==> config.mk <==
export PLATFORM = sky130hd
export DESIGN_NAME = mc_ctrl
export DESIGN_NICKNAME = d
export VERILOG_FILES = /design/src/rtl/mips_ctrl_pkg.sv /design/src/rtl/mc_outdec.sv /design/src/rtl/mc_ctrl.sv
export SDC_FILE = /design/constraint.sdc
export NUM_CORES = 1
export LEC_CHECK = 0
export ABC_AREA = 1
export BUFFER_PORTS_ARGS = -buffer_cell sky130_fd_sc_hd__buf_2
export CORE_MARGIN = 4
export CORE_UTILIZATION = 30
export DETAILED_ROUTE_END_ITERATION = 6
export PLACE_DENSITY_LB_ADDON = 0.2
export SLEW_MARGIN = 20
export SYNTH_ARGS = -nofsm -noshare
export SYNTH_HDL_FRONTEND = slang
export SYNTH_SLANG_ARGS = --single-unit
==> constraint.sdc <==
create_clock -name clk -period 2.8 [get_ports clk]
set_clock_uncertainty 0.1 [all_clocks]
set_input_delay 0.14 -clock clk [delete_from_list [all_inputs] [get_ports clk]]
set_output_delay 0.14 -clock clk [all_outputs]
set_load 0.03 [all_outputs]
==> src/rtl/mips_ctrl_pkg.sv <==
// Shared types and encodings for the multicycle MIPS main controller.
package mips_ctrl_pkg;

  typedef enum logic [3:0] {
    FETCH, DECODE, MEMADR, MEMRD, MEMWB, MEMWR, RTEX,
    ALUWB, BEQ, ADDIEX, IMMEX, IMMWB, JUMP, BGTZ
  } mc_state_t;

  localparam logic [5:0] OP_LW    = 6'b100011;
  localparam logic [5:0] OP_SW    = 6'b101011;
  localparam logic [5:0] OP_RTYPE = 6'b000000;
  localparam logic [5:0] OP_BEQ   = 6'b000100;
  localparam logic [5:0] OP_ADDI  = 6'b001000;
  localparam logic [5:0] OP_XORI  = 6'b001110;
  localparam logic [5:0] OP_LUI   = 6'b001111;
  localparam logic [5:0] OP_LI    = 6'b010001;
  localparam logic [5:0] OP_BGTZ  = 6'b011101;
  localparam logic [5:0] OP_J     = 6'b000010;

  localparam logic [1:0] ALUOP_ADD   = 2'b00;
  localparam logic [1:0] ALUOP_SUB   = 2'b01;
  localparam logic [1:0] ALUOP_FUNCT = 2'b10;
  localparam logic [1:0] ALUOP_IMM   = 2'b11;

  typedef struct packed {
    logic       irwrite;
    logic       pcwrite;
    logic       regwrite;
    logic       memwrite;
    logic       branch;
    logic       branchgt;
    logic       iord;
    logic       alusrca;
    logic [1:0] alusrcb;
    logic [1:0] pcsrc;
    logic [1:0] aluop;
    logic       regdst;
    logic       memtoreg;
  } mc_ctrl_t;

endpackage

==> src/rtl/mc_outdec.sv <==
// Moore output decoder: maps the controller state to its control word.
module mc_outdec
  import mips_ctrl_pkg::*;
(
  input  mc_state_t state,
  output mc_ctrl_t  ctrl
);

  always_comb begin
    ctrl = '0;
    unique case (state)
      FETCH: begin
        ctrl.alusrcb = 2'b01;
        ctrl.aluop   = ALUOP_ADD;
        ctrl.irwrite = 1'b1;
        ctrl.pcwrite = 1'b1;
      end
      DECODE: begin
        ctrl.alusrcb = 2'b11;
        ctrl.aluop   = ALUOP_ADD;
      end
      MEMADR, ADDIEX: begin
        ctrl.alusrca = 1'b1;
        ctrl.alusrcb = 2'b10;
        ctrl.aluop   = ALUOP_ADD;
      end
      MEMRD: ctrl.iord = 1'b1;
      MEMWB: begin
        ctrl.memtoreg = 1'b1;
        ctrl.regwrite = 1'b1;
      end
      MEMWR: begin
        ctrl.iord     = 1'b1;
        ctrl.memwrite = 1'b1;
      end
      RTEX: begin
        ctrl.alusrca = 1'b1;
        ctrl.aluop   = ALUOP_FUNCT;
      end
      ALUWB: begin
        ctrl.regdst   = 1'b1;
        ctrl.regwrite = 1'b1;
      end
      IMMEX: begin
        ctrl.alusrca = 1'b1;
        ctrl.alusrcb = 2'b10;
        ctrl.aluop   = ALUOP_IMM;
      end
      IMMWB: ctrl.regwrite = 1'b1;
      BEQ: begin
        ctrl.alusrca = 1'b1;
        ctrl.aluop   = ALUOP_SUB;
        ctrl.pcsrc   = 2'b01;
        ctrl.branch  = 1'b1;
      end
      BGTZ: begin
        ctrl.alusrca  = 1'b1;
        ctrl.aluop    = ALUOP_IMM;
        ctrl.pcsrc    = 2'b01;
        ctrl.branchgt = 1'b1;
      end
      JUMP: begin
        ctrl.pcsrc   = 2'b10;
        ctrl.pcwrite = 1'b1;
      end
      default: ctrl = '0;
    endcase
  end

endmodule

==> src/rtl/mc_ctrl.sv <==
// Multicycle MIPS main controller FSM with illegal-opcode flag.
// Optional memory-ready handshake and watchdog enabled by `define MEM_WAIT_EN.
module mc_ctrl
  import mips_ctrl_pkg::*;
#(
  parameter int MEM_WAIT_CYCLES_MAX = 15
) (
  input  logic       clk,
  input  logic       reset_n,
  input  logic [5:0] op,
  input  logic       memready,
  output logic [1:0] aluop,
  output logic       irwrite,
  output logic       pcwrite,
  output logic       regwrite,
  output logic       memwrite,
  output logic       branch,
  output logic       branchgt,
  output logic       iord,
  output logic       alusrca,
  output logic [1:0] alusrcb,
  output logic [1:0] pcsrc,
  output logic       regdst,
  output logic       memtoreg,
  output logic       illop,
  output logic       memtimeout
);

  localparam int CNT_W = (MEM_WAIT_CYCLES_MAX < 2) ? 1 : $clog2(MEM_WAIT_CYCLES_MAX + 1);

  mc_state_t        state_q, state_d;
  logic             illop_q, illop_d;
  logic             memtimeout_q, memtimeout_d;
  logic [CNT_W-1:0] wait_cnt_q, wait_cnt_d;
  logic             waiting;
  mc_ctrl_t         ctrl;

  mc_outdec u_outdec (
    .state (state_q),
    .ctrl  (ctrl)
  );

  always_comb begin
    state_d      = state_q;
    illop_d      = 1'b0;
    memtimeout_d = memtimeout_q;
    wait_cnt_d   = '0;
    waiting      = 1'b0;
    unique case (state_q)
      FETCH:  state_d = DECODE;
      DECODE: begin
        unique case (op)
          OP_LW, OP_SW:           state_d = MEMADR;
          OP_RTYPE:               state_d = RTEX;
          OP_BEQ:                 state_d = BEQ;
          OP_ADDI:                state_d = ADDIEX;
          OP_XORI, OP_LUI, OP_LI: state_d = IMMEX;
          OP_BGTZ:                state_d = BGTZ;
          OP_J:                   state_d = JUMP;
          default: begin
            state_d = FETCH;
            illop_d = 1'b1;
          end
        endcase
      end
      MEMADR: state_d = (op == OP_SW) ? MEMWR : MEMRD;
      MEMRD:  state_d = MEMWB;
      RTEX:   state_d = ALUWB;
      ADDIEX, IMMEX: state_d = IMMWB;
      default: state_d = FETCH;
    endcase
`ifdef MEM_WAIT_EN
    // Memory states stall until memready; the watchdog bails out to FETCH.
    if ((state_q == FETCH || state_q == MEMRD || state_q == MEMWR) && !memready) begin
      waiting    = 1'b1;
      state_d    = state_q;
      wait_cnt_d = wait_cnt_q + 1'b1;
      if (MEM_WAIT_CYCLES_MAX != 0 && wait_cnt_d == CNT_W'(MEM_WAIT_CYCLES_MAX)) begin
        memtimeout_d = 1'b1;
        state_d      = FETCH;
        wait_cnt_d   = '0;
      end
    end
`else
    memtimeout_d = 1'b0;
`endif
  end

  always_ff @(posedge clk or negedge reset_n) begin
    if (!reset_n) begin
      state_q      <= FETCH;
      illop_q      <= 1'b0;
      memtimeout_q <= 1'b0;
      wait_cnt_q   <= '0;
    end else begin
      state_q      <= state_d;
      illop_q      <= illop_d;
      memtimeout_q <= memtimeout_d;
      wait_cnt_q   <= wait_cnt_d;
    end
  end

`ifndef MEM_WAIT_EN
  logic unused_mem;
  assign unused_mem = memready ^ (MEM_WAIT_CYCLES_MAX != 0) ^ (|wait_cnt_q);
`endif

  // Strobes drop asynchronously with reset so no partial write can complete.
  logic strobe_en;
  assign strobe_en = reset_n & ~waiting;

  assign irwrite    = ctrl.irwrite  & strobe_en;
  assign pcwrite    = ctrl.pcwrite  & strobe_en;
  assign regwrite   = ctrl.regwrite & strobe_en;
  assign memwrite   = ctrl.memwrite & strobe_en;
  assign branch     = ctrl.branch   & strobe_en;
  assign branchgt   = ctrl.branchgt & strobe_en;
  assign aluop      = ctrl.aluop;
  assign iord       = ctrl.iord;
  assign alusrca    = ctrl.alusrca;
  assign alusrcb    = ctrl.alusrcb;
  assign pcsrc      = ctrl.pcsrc;
  assign regdst     = ctrl.regdst;
  assign memtoreg   = ctrl.memtoreg;
  assign illop      = illop_q;
  assign memtimeout = memtimeout_q;

endmodule

==> metrics, run 1 <==
Req. time, crit path=2560 ps; status=complete, no violations; ys flop type=dfrtp_1; post-CTS sizing=0; critical-path maximum fanout=6; Critical R2R Launch=state_q[1]; syn nets=121; Power per Cell Area=882 mW/mm2; post-DR vias/cell=4.21; RSZ-0062 raised after global routing=false; FF-to-FF End=state_q[0]; cts hold-fix bufs=1; HPWL after detailed placement=1320 um; register bit total from synthesis=5; Routed Antenna Nets=0; top cells by area, synth=dfrtp_1 20%, nand2_1 16%, nor2_1 13%; antenna violations before repair=0; Post-CTS Repair Setup Buffers=0; WL/cell=9.11 um; post-synthesis sequential area ratio=20.2%; Layout area overhead=29.6%; Routability Congestion=0.727; DIE HEIGHT=53.4 um; diodes inserted=0; Hold Path Class=in2async; Overflow after GRT=0; critical path type=reg2out; DRT iter0 DRCs=8; Worst-Skew Late Latency=230 ps; Lkg Pwr=0.521 nW; Layout fillers=247; via count=703; area of the core=0.00196 mm2; synth warn=0; final net count=150; reg2reg path depth=6; Post-synth EDFFs=0; # rows=16; DRC=0; Post-Layout Inst Area=801 um2; Finished Layout Cells=167; Final Setup Violations=0; TritonCTS clock tree=built; Initial Util=31.5%; Slew Limit Fails=0; fmax=585 MHz; CP Capture Type=primary output; largest net degree at the start of global routing=7; first-pass GRT wire length=2660 um; Post-Place Cell Area=764 um2; # IOs=27; mean post-synth cell area=5.52 um2; TritonCTS Buffers=3; vias in the first global route=662; R2R setup slack=1500 ps; Syn Inst Count=112; Worst-path clk slew=40 ps; Clock Root Buffer=clkbuf_4; final WL=1520 um; DIE WIDTH=53.4 um; leading area contributor after synthesis=dfrtp_1; Reg area=125 um2; Fin Hold WS=156 ps; async set-reset flop share out of synthesis=100%; clock sinks=5; die area=0.00285 mm2; maxcap violations=0; Inst Count DP=162; CTS max path bufs=2; port bufs=24; layout cell share with drive strength beyond 1=32.1%; setup_tns=0 ps; WP data arrival=1470 ps; Period minus WS final=1710 ps; Fin. Hold Viols=0; Setup crit start kind=register; Tot GR Track Use=12.5%; post-synthesis cell type count=19; period utilisation layout=61.1%; area of the multi-input gates=407 um2; Detailed Routing Iterations Pass 1=4; share of the synthesized area in the top cell type=20.2%; Mapped Area=618 um2; peak supply drop=0.269 mV; htree depth=1
## where the power goes
| group | leakage (nW) | internal, mW | switching (mW) |
|---|---|---|---|
| Sequential | 0.0654 | 0.0993 | 0.0292 |
| Combinational | 0.441 | 0.140 | 0.357 |
| Clock | 0.0150 | 0.0537 | 0.0268 |
## worst max-delay path: stages, from the launching register on
cell	delay, ps
dfrtp_1	460
nand2_2	160
nor2_2	60
nor2_2	140
nand2_2	70
nor2_2	110
nand2_1	60
buf_2	170
## Yosys cell counts, types with 2 or more instances
library cell and count:
a21oi_1 2, dfrtp_1 5, inv_1 17, inv_2 4
nand2_1 26, nand2_2 4, nand3_1 12, nor2_1 22
nor2_2 8, o21ai_0 3
## worst max-delay path by stage
stage / start / to / slack (ps) / depth (start not counted)
finish: state_q[1] / alusrca / 1090 / 7
detailed placement: state_q[1] / alusrca / 1330 / 7
floorplan: state_q[1] / regwrite / 870 / 5
CTS: state_q[1] / alusrca / 1070 / 7
global placement: state_q[1] / alusrca / 1350 / 7
global route: state_q[1] / branchgt / 940 / 6
## stage by stage
stage	power [mW]	setup WS, ps	utilization [%]
after floorplan	0.513	872	-
after global placement	0.632	1350	39.0
after detailed placement	0.633	1330	39.0
after CTS	0.719	1070	40.8
after global routing	0.776	937	40.8
final	0.706	1090	40.8
## sequential cells by signal, indices dropped and copies added (netlist names)
register  cells
state_q       4
illop         1
## cells in the final DEF, fill, tap and decap left out, drive strengths merged
cell         instances
nor2                32
nand2               30
buf                 24
inv                 21
nand3               12
dfrtp                5
o21ai                4
clkbuf               4
a21oi                2
a22oi                1
and2                 1
a211oi               1
nor3                 1
conb                 1
dlygate4sd3          1
## metal layers
layer	global-route usage, %	share of wire, %	wire length, um
met5	0	0	0
met4	7.66	1.2	19
met3	0.282	4.8	73
met1	13.8	44	667
met2	23.3	50	762
## cell type report
| class | count | share of cell area [%] |
|---|---|---|
| multi-input combinational | 85 | 50.8 |
| timing repair buffer | 25 | 16.3 |
| sequential | 5 | 15.6 |
| inverter | 21 | 9.84 |
| tap | 27 | 4.22 |
| clock buffer | 4 | 3.28 |
## kinds of logic after synthesis
| logic type | Yosys count | share of synthesized area [%] |
|---|---|---|
| and+or+nand+nor | 76 | 57.9 |
| buffers and inverters | 22 | 14.0 |
| other | 1 | 0.607 |
| AOI/OAI and AO/OA | 8 | 7.29 |
| DFF | 5 | 20.2 |
(Power assumes the default switching activity.)
==> run 2: changes to the inputs <==
--- a/config.mk
+++ b/config.mk
@@ -5,7 +5,7 @@
 export SDC_FILE = /design/constraint.sdc
 export NUM_CORES = 1
 export LEC_CHECK = 0
-export ABC_AREA = 1
+export ABC_AREA = 0
 export BUFFER_PORTS_ARGS = -buffer_cell sky130_fd_sc_hd__buf_2
 export CORE_MARGIN = 4
 export CORE_UTILIZATION = 30
==> constraint.sdc (replaced) <==
create_clock -name clk -period 1.4 [get_ports clk]
set_clock_uncertainty 0.1 [all_clocks]
set_input_delay 0.07 -clock clk [delete_from_list [all_inputs] [get_ports clk]]
set_output_delay 0.07 -clock clk [all_outputs]
set_load 0.03 [all_outputs]
==> run 2 against run 1 <==
  * The run now ends with setup timing left
  * Largest cell class unchanged
  * Worst hold slack got worse by 54 ps
  * Global-route usage is 0.64 points higher
  * Utilization rose by 20 points
  * Via count up 20%
  * Setup slack got worse by 1300 ps
  * Register-to-register slack worse by 1500 ps
  * Largest power group unchanged
  * Clock power rose by 100%
  * Critical path type unchanged
==> metrics, run 2 <==
commonest non-fill, non-tap cells in the layout=22 x buf_4, 21 x buf_6, 9 x nor2_1; DIE HEIGHT=55.7 um (+4.3%); Mapped Area=682 um2 (+10%); Power, Total=2.54 mW (+260%); Critical R2R Launch=state_q[2]; status=complete, but fails checks; share of the synthesized area in the top cell type=18.3% (-1.9 points); Req. time, crit path=1230 ps (-1330 ps); Worst-path clk slew=40 ps (about the same); final WL=2080 um (+37%); WL/cell=12.2 um (+34%); diodes inserted=0 (unchanged); top cells by area, synth=dfrtp_1 18%, buf_6 8.3%, nor2_1 8.3%; Final Setup Violations=16 (+16); Worst-Skew Late Latency=240 ps (about the same); setup_tns=-1420 ps (-1420 ps); peak supply drop=0.946 mV (+250%); period utilisation layout=112%; Gate power share=81.7% (+11 points); WP data arrival=1400 ps (-70 ps); clock group share of total power=6.5% (-4.9 points); TritonCTS Buffers=3 (unchanged); Sw Ratio=47.0% (-11 points); share of power burned in registers=11.9% (-6.3 points); commonest cells in the netlist=15 x nor2_1, 9 x nand2_1, 6 x nor3_1, 6 x o21ai_0; register bit total from synthesis=5 (unchanged); Layout fillers=194 (-21%); final worst setup slack=-170 ps (-1260 ps); HPWL after detailed placement=1400 um (+6.1%); critical path type=reg2out; Period minus WS final=1570 ps; htree depth=1 (unchanged); port bufs=24 (unchanged); Syn Inst Count=96 (-14%); Setup crit start kind=register; max layer used=met3; Slew Limit Fails=0 (unchanged); # rows=16 (unchanged); Power per Cell Area=2030 mW/mm2 (+130%); count leader, synth=nor2_1; NetSw=1.20 mW (+190%); maxcap violations=0 (unchanged); Fin. Hold Viols=0 (unchanged); layout cell share with drive strength beyond 1=63.6% (+31 points); RSZ-0062 raised after global routing=true; Hold Path Class=in2reg; met2 wire len=1150 um (+50%); area of the core=0.00206 mm2 (+5.1%); async set-reset flop share out of synthesis=100% (unchanged); max reg flops=4 (unchanged); mean post-synth cell area=7.10 um2 (+29%); most common cell after layout, fill and taps aside=buf_4; DRT iter0 DRCs=6 (-2); post-DR vias/cell=4.97 (+18%); Pint=1.35 mW (+360%); largest register by flop count=state_q; post-synthesis sequential area ratio=18.3% (-1.9 points); final net count=153 (+2.0%); synth warn=0 (unchanged); TritonCTS clock tree=built; syn nets=105 (-13%); antenna violations before repair=0 (unchanged); failing checks=setup timing; Clock Root Buffer=clkbuf_4; critical-path maximum fanout=5 (-1); Hold Path Origin=op[5]; Detailed Routing Iterations Pass 1=4 (unchanged); DRC=0 (unchanged); clock sinks=5 (unchanged); first-pass GRT wire length=3380 um (+27%); vias in the first global route=816 (+23%); met3 wire len=83 um (+14%); Overflow after GRT=0 (unchanged); Met1 Routed Length=849 um (+27%); largest net degree at the start of global routing=13 (+6); die area=0.00310 mm2 (+8.7%); Layout area overhead=83.9%; Lkg Pwr=0.601 nW (+15%); CTS max path bufs=2 (unchanged); CP Capture Type=primary output; Critical path origin=state_q[1]; DIE WIDTH=55.7 um (+4.3%); # IOs=27 (unchanged); leading area contributor after synthesis=dfrtp_1; ys flop type=dfrtp_1; Initial Util=33.1% (+1.6 points); Post-synth EDFFs=0 (unchanged); fmax=637 MHz; Routed Antenna Nets=0 (unchanged); post-synthesis cell type count=38 (+19); via count=845 (+20%); Tot GR Track Use=13.2% (+0.64 points); Routability Congestion=0.706 (-2.8%)
run 2: per-layer routing:
layer  track usage, %  up-vias
met5                0        -
met4             7.99        0
met3             1.16        0
met2             23.1       19
met1             15.2      397
li1                 -      429
run 2: layout make-up:
cell class / count / area (um2) / area share (%)
multi-input cells: 80 / 606 / 48.3
inverters: 2 / 7.51 / 0.599
repair buffers: 52 / 452 / 36.0
clock buffers: 4 / 26.3 / 2.10
flip-flops and latches: 5 / 129 / 10.3
well taps: 27 / 33.8 / 2.69
run 2: stage by stage:
step                      hold WS (ps)  utilization (%)  setup WS (ps)  instance area [um2]  std cells
after global routing               144             60.8           -228                 1250        170
final                              102             60.8           -170                 1250        170
after global placement            -187             41.8           32.5                  862        150
after floorplan                   -326                -          -69.7                  702         96
after CTS                         98.0             54.7           -136                 1130        166
after detailed placement          -186             41.8           33.6                  862        150
run 2: cells by family after synthesis:
group / count (synthesis) / synth area share [%]
AOI/OAI and AO/OA: 23 / 23.1
xor gates and xnor gates: 3 / 3.85
buffers and inverters: 11 / 13.4
DFF: 5 / 18.3
other: 1 / 0.550
and+or+nand+nor: 53 / 40.7
run 2: what timing repair did:
item	4_1_cts	5_1_grt
gates resized for setup	48	26
endpoints found under the hold margin	5	0
buffers inserted	11	4
pin swaps	8	8
endpoints found under the setup margin	16	18
hold buffers	1	0
run 2: worst max-delay path, stage by stage, from the launching register on:
cell	delay [ps]
dfrtp_1	420
buf_6	160
buf_6	130
xor2_1	130
and3_1	180
buf_6	140
run 2: path summary, 6_finish.rpt:
path / to / slack (ps) / cells past startpoint
setup / recovery: iord / -170 / 5
min in group asynchronous: state_q[1] / 160 / 2
max in group asynchronous: state_q[3] / 830 / 2
hold / removal: state_q[0] / 100 / 4
hold reg to reg: state_q[0] / 550 / 3
setup reg to reg: illop / -20 / 3
run 2: power groups by stage:
| stage | combinational, mW | sequential, mW | clock [mW] |
|---|---|---|---|
| after floorplan | 0.944 | 0.268 | 0 |
| after global routing | 2.21 | 0.305 | 0.178 |
| final | 2.08 | 0.302 | 0.165 |
| after CTS | 1.82 | 0.298 | 0.173 |
| after global placement | 1.27 | 0.277 | 0 |
| after detailed placement | 1.28 | 0.276 | 0 |
==> run 3: changes to the inputs <==
--- a/config.mk
+++ b/config.mk
@@ -11,6 +11,7 @@
 export CORE_UTILIZATION = 30
 export DETAILED_ROUTE_END_ITERATION = 6
 export PLACE_DENSITY_LB_ADDON = 0.2
+export SETUP_SLACK_MARGIN = 0.05
 export SLEW_MARGIN = 20
 export SYNTH_ARGS = -nofsm -noshare
 export SYNTH_HDL_FRONTEND = slang
==> run 3 against run 2 <==
  * Via count increased by 0.71%
  * Largest power group unchanged
  * Count of clock-buffer cells in the layout unchanged
  * Sequential share of layout area increased by 0.14 points
  * Cell count decreased by 1.2%
  * Utilization decreased by 0.24 points
  * Non-clock buffer count decreased by 2
  * Routed wire length increased by 6.7%
  * Highest routed layer is now met4
  * The flow still finishes with violations (setup timing)
  * Critical path depth unchanged
  * Clock power about the same
  * Largest cell class unchanged
  * Power increased by 1.1%
==> metrics, run 3 (synthesis gave the netlist of run 2 again) <==
Power, Total=2.57 mW (+1.1%); final WL=2220 um (+6.7%); Fin. Hold Viols=0 (unchanged); CP Capture Type=primary output; final worst setup slack=-168 ps (+2.21 ps); Worst-Skew Late Latency=240 ps (about the same); Tot GR Track Use=14.2% (+1.0 points); Setup crit start kind=register; fmax=638 MHz (+0.14%); post-DR vias/cell=5.07 (+1.9%); Final Setup Violations=14 (-2); CP delay by family, top=flip-flops; Detailed Routing Iterations Pass 1=3 (-1); CP Buf/Inv Count=1 (-2); Inst Count DP=151 (+0.67%); # IOs=27 (unchanged); via count=851 (+0.71%); HPWL after detailed placement=1510 um (+7.2%); R2R setup slack=-90 ps (-70 ps); TritonCTS clock tree=built; WP data arrival=1400 ps (about the same); RSZ-0062 raised after global routing=true; first-pass GRT wire length=3590 um (+6.3%); most common cell after layout, fill and taps aside=buf_4; # rows=16 (unchanged); TritonCTS Buffers=3 (unchanged); critical-path maximum fanout=7 (+2); Layout area overhead=83.1%; Overflow after GRT=0 (unchanged); Hold Path Class=in2reg; failing checks=setup timing; layout cell share with drive strength beyond 1=64.5% (+0.90 points); htree depth=1 (unchanged); CTS max path bufs=2 (unchanged); port bufs=24 (unchanged); peak supply drop=1.07 mV (+13%); Lkg Pwr=0.582 nW (-3.2%); Worst-path clk slew=40 ps (about the same); largest register by flop count=state_q; commonest non-fill, non-tap cells in the layout=23 x buf_4, 18 x buf_6, 9 x nor2_1; largest net degree at the start of global routing=13 (unchanged); WL/cell=13.2 um (+8.0%); Routed Antenna Nets=0 (unchanged); Slowest cell on crit path=dfrtp_2; max reg flops=4 (unchanged); Power per Cell Area=2060 mW/mm2 (+1.5%); Slew Limit Fails=0 (unchanged); Post-Layout Inst Area=0.00125 mm2 (-0.40%); period utilisation layout=112% (-0.16 points); clock sinks=5 (unchanged); vias in the first global route=807 (-1.1%); DRT iter0 DRCs=2 (-4); Post-Place Cell Area=872 um2 (+1.2%); Req. time, crit path=1230 ps (about the same); die area=0.00310 mm2 (unchanged); Period minus WS final=1570 ps (-2.21 ps); Initial Util=33.1% (unchanged); final net count=151 (-1.3%); DIE WIDTH=55.7 um (unchanged); DIE HEIGHT=55.7 um (unchanged); maxcap violations=0 (unchanged); critical path type=reg2out; Clock Root Buffer=clkbuf_4; diodes inserted=0 (unchanged); Finished Layout Cells=168 (-1.2%); antenna violations before repair=0 (unchanged); CP cell instances=nand2b_4 > nand2_4 > o22ai_2 > and2_4 > buf_6; DRC=0 (unchanged); status=complete, but fails checks; Routability Congestion=0.765 (+8.4%); slowest stage delay, CP=480 ps (+60 ps); area of the core=0.00206 mm2 (unchanged)
## run 3: changes by cell type in the layout (fill, tap and decap cells not counted), sizes merged
cell  change
buf       -2
## run 3: path summary, 6_finish.rpt
| check | startpoint | end | cells past startpoint |
|---|---|---|---|
| worst max-delay path | state_q[1] | regwrite | 5 |
| worst min register to register | state_q[3] | state_q[1] | 3 |
| worst max register to register | state_q[1] | illop | 4 |
| worst min-delay path | op[4] | illop | 3 |
| max in group asynchronous | reset_n | state_q[3] | 2 |
| min in group asynchronous | reset_n | state_q[1] | 2 |
## run 3: what timing repair did
item                                    4_1_cts  5_1_grt
endpoints found under the setup margin       18       19
pin swaps                                     9        7
buffers inserted                              8        4
cloned                                        0        0
hold endpoints to repair                      5        0
resized for setup                            52       25
hold buffers                                  1        0
## run 3: layout make-up
type	instances	area (um2)
repair buffers	50	425
well taps	27	33.8
fillers	201	813
multi-input cells	80	626
clock buffers	4	26.3
flip-flops and latches	5	130
inverters	2	7.51
## run 3: stage by stage
step	utilization, %	setup WS [ps]	TNS [ps]	hold WS [ps]
2_1_floorplan	-	-69.7	-69.7	-326
3_3_place_gp	42.3	41.3	0	-187
3_5_place_dp	42.3	-2.80	-2.80	-186
4_1_cts	54.2	-134	-1130	115
5_1_grt	60.6	-239	-2210	126
6_report	60.6	-168	-1190	119
## run 3: worst register-to-register path, stage by stage, from the launching register on
cell and delay (ps):
dfrtp_2 480, nand2b_4 190, buf_4 150, or3_4 330, a211oi_2 150
## run 3: layer usage
layer	GRT usage [%]	wire length (um)
met1	14.7	845
met2	26.9	1210
met3	1.39	98
met4	8.68	63
met5	0	0
## run 3: where the power goes
| part | internal (mW) | switching (mW) | leakage [nW] |
|---|---|---|---|
| registers | 0.212 | 0.123 | 0.0595 |
| logic | 1.02 | 1.05 | 0.507 |
| clock network | 0.107 | 0.0546 | 0.0150 |
| total | 1.34 | 1.23 | 0.582 |
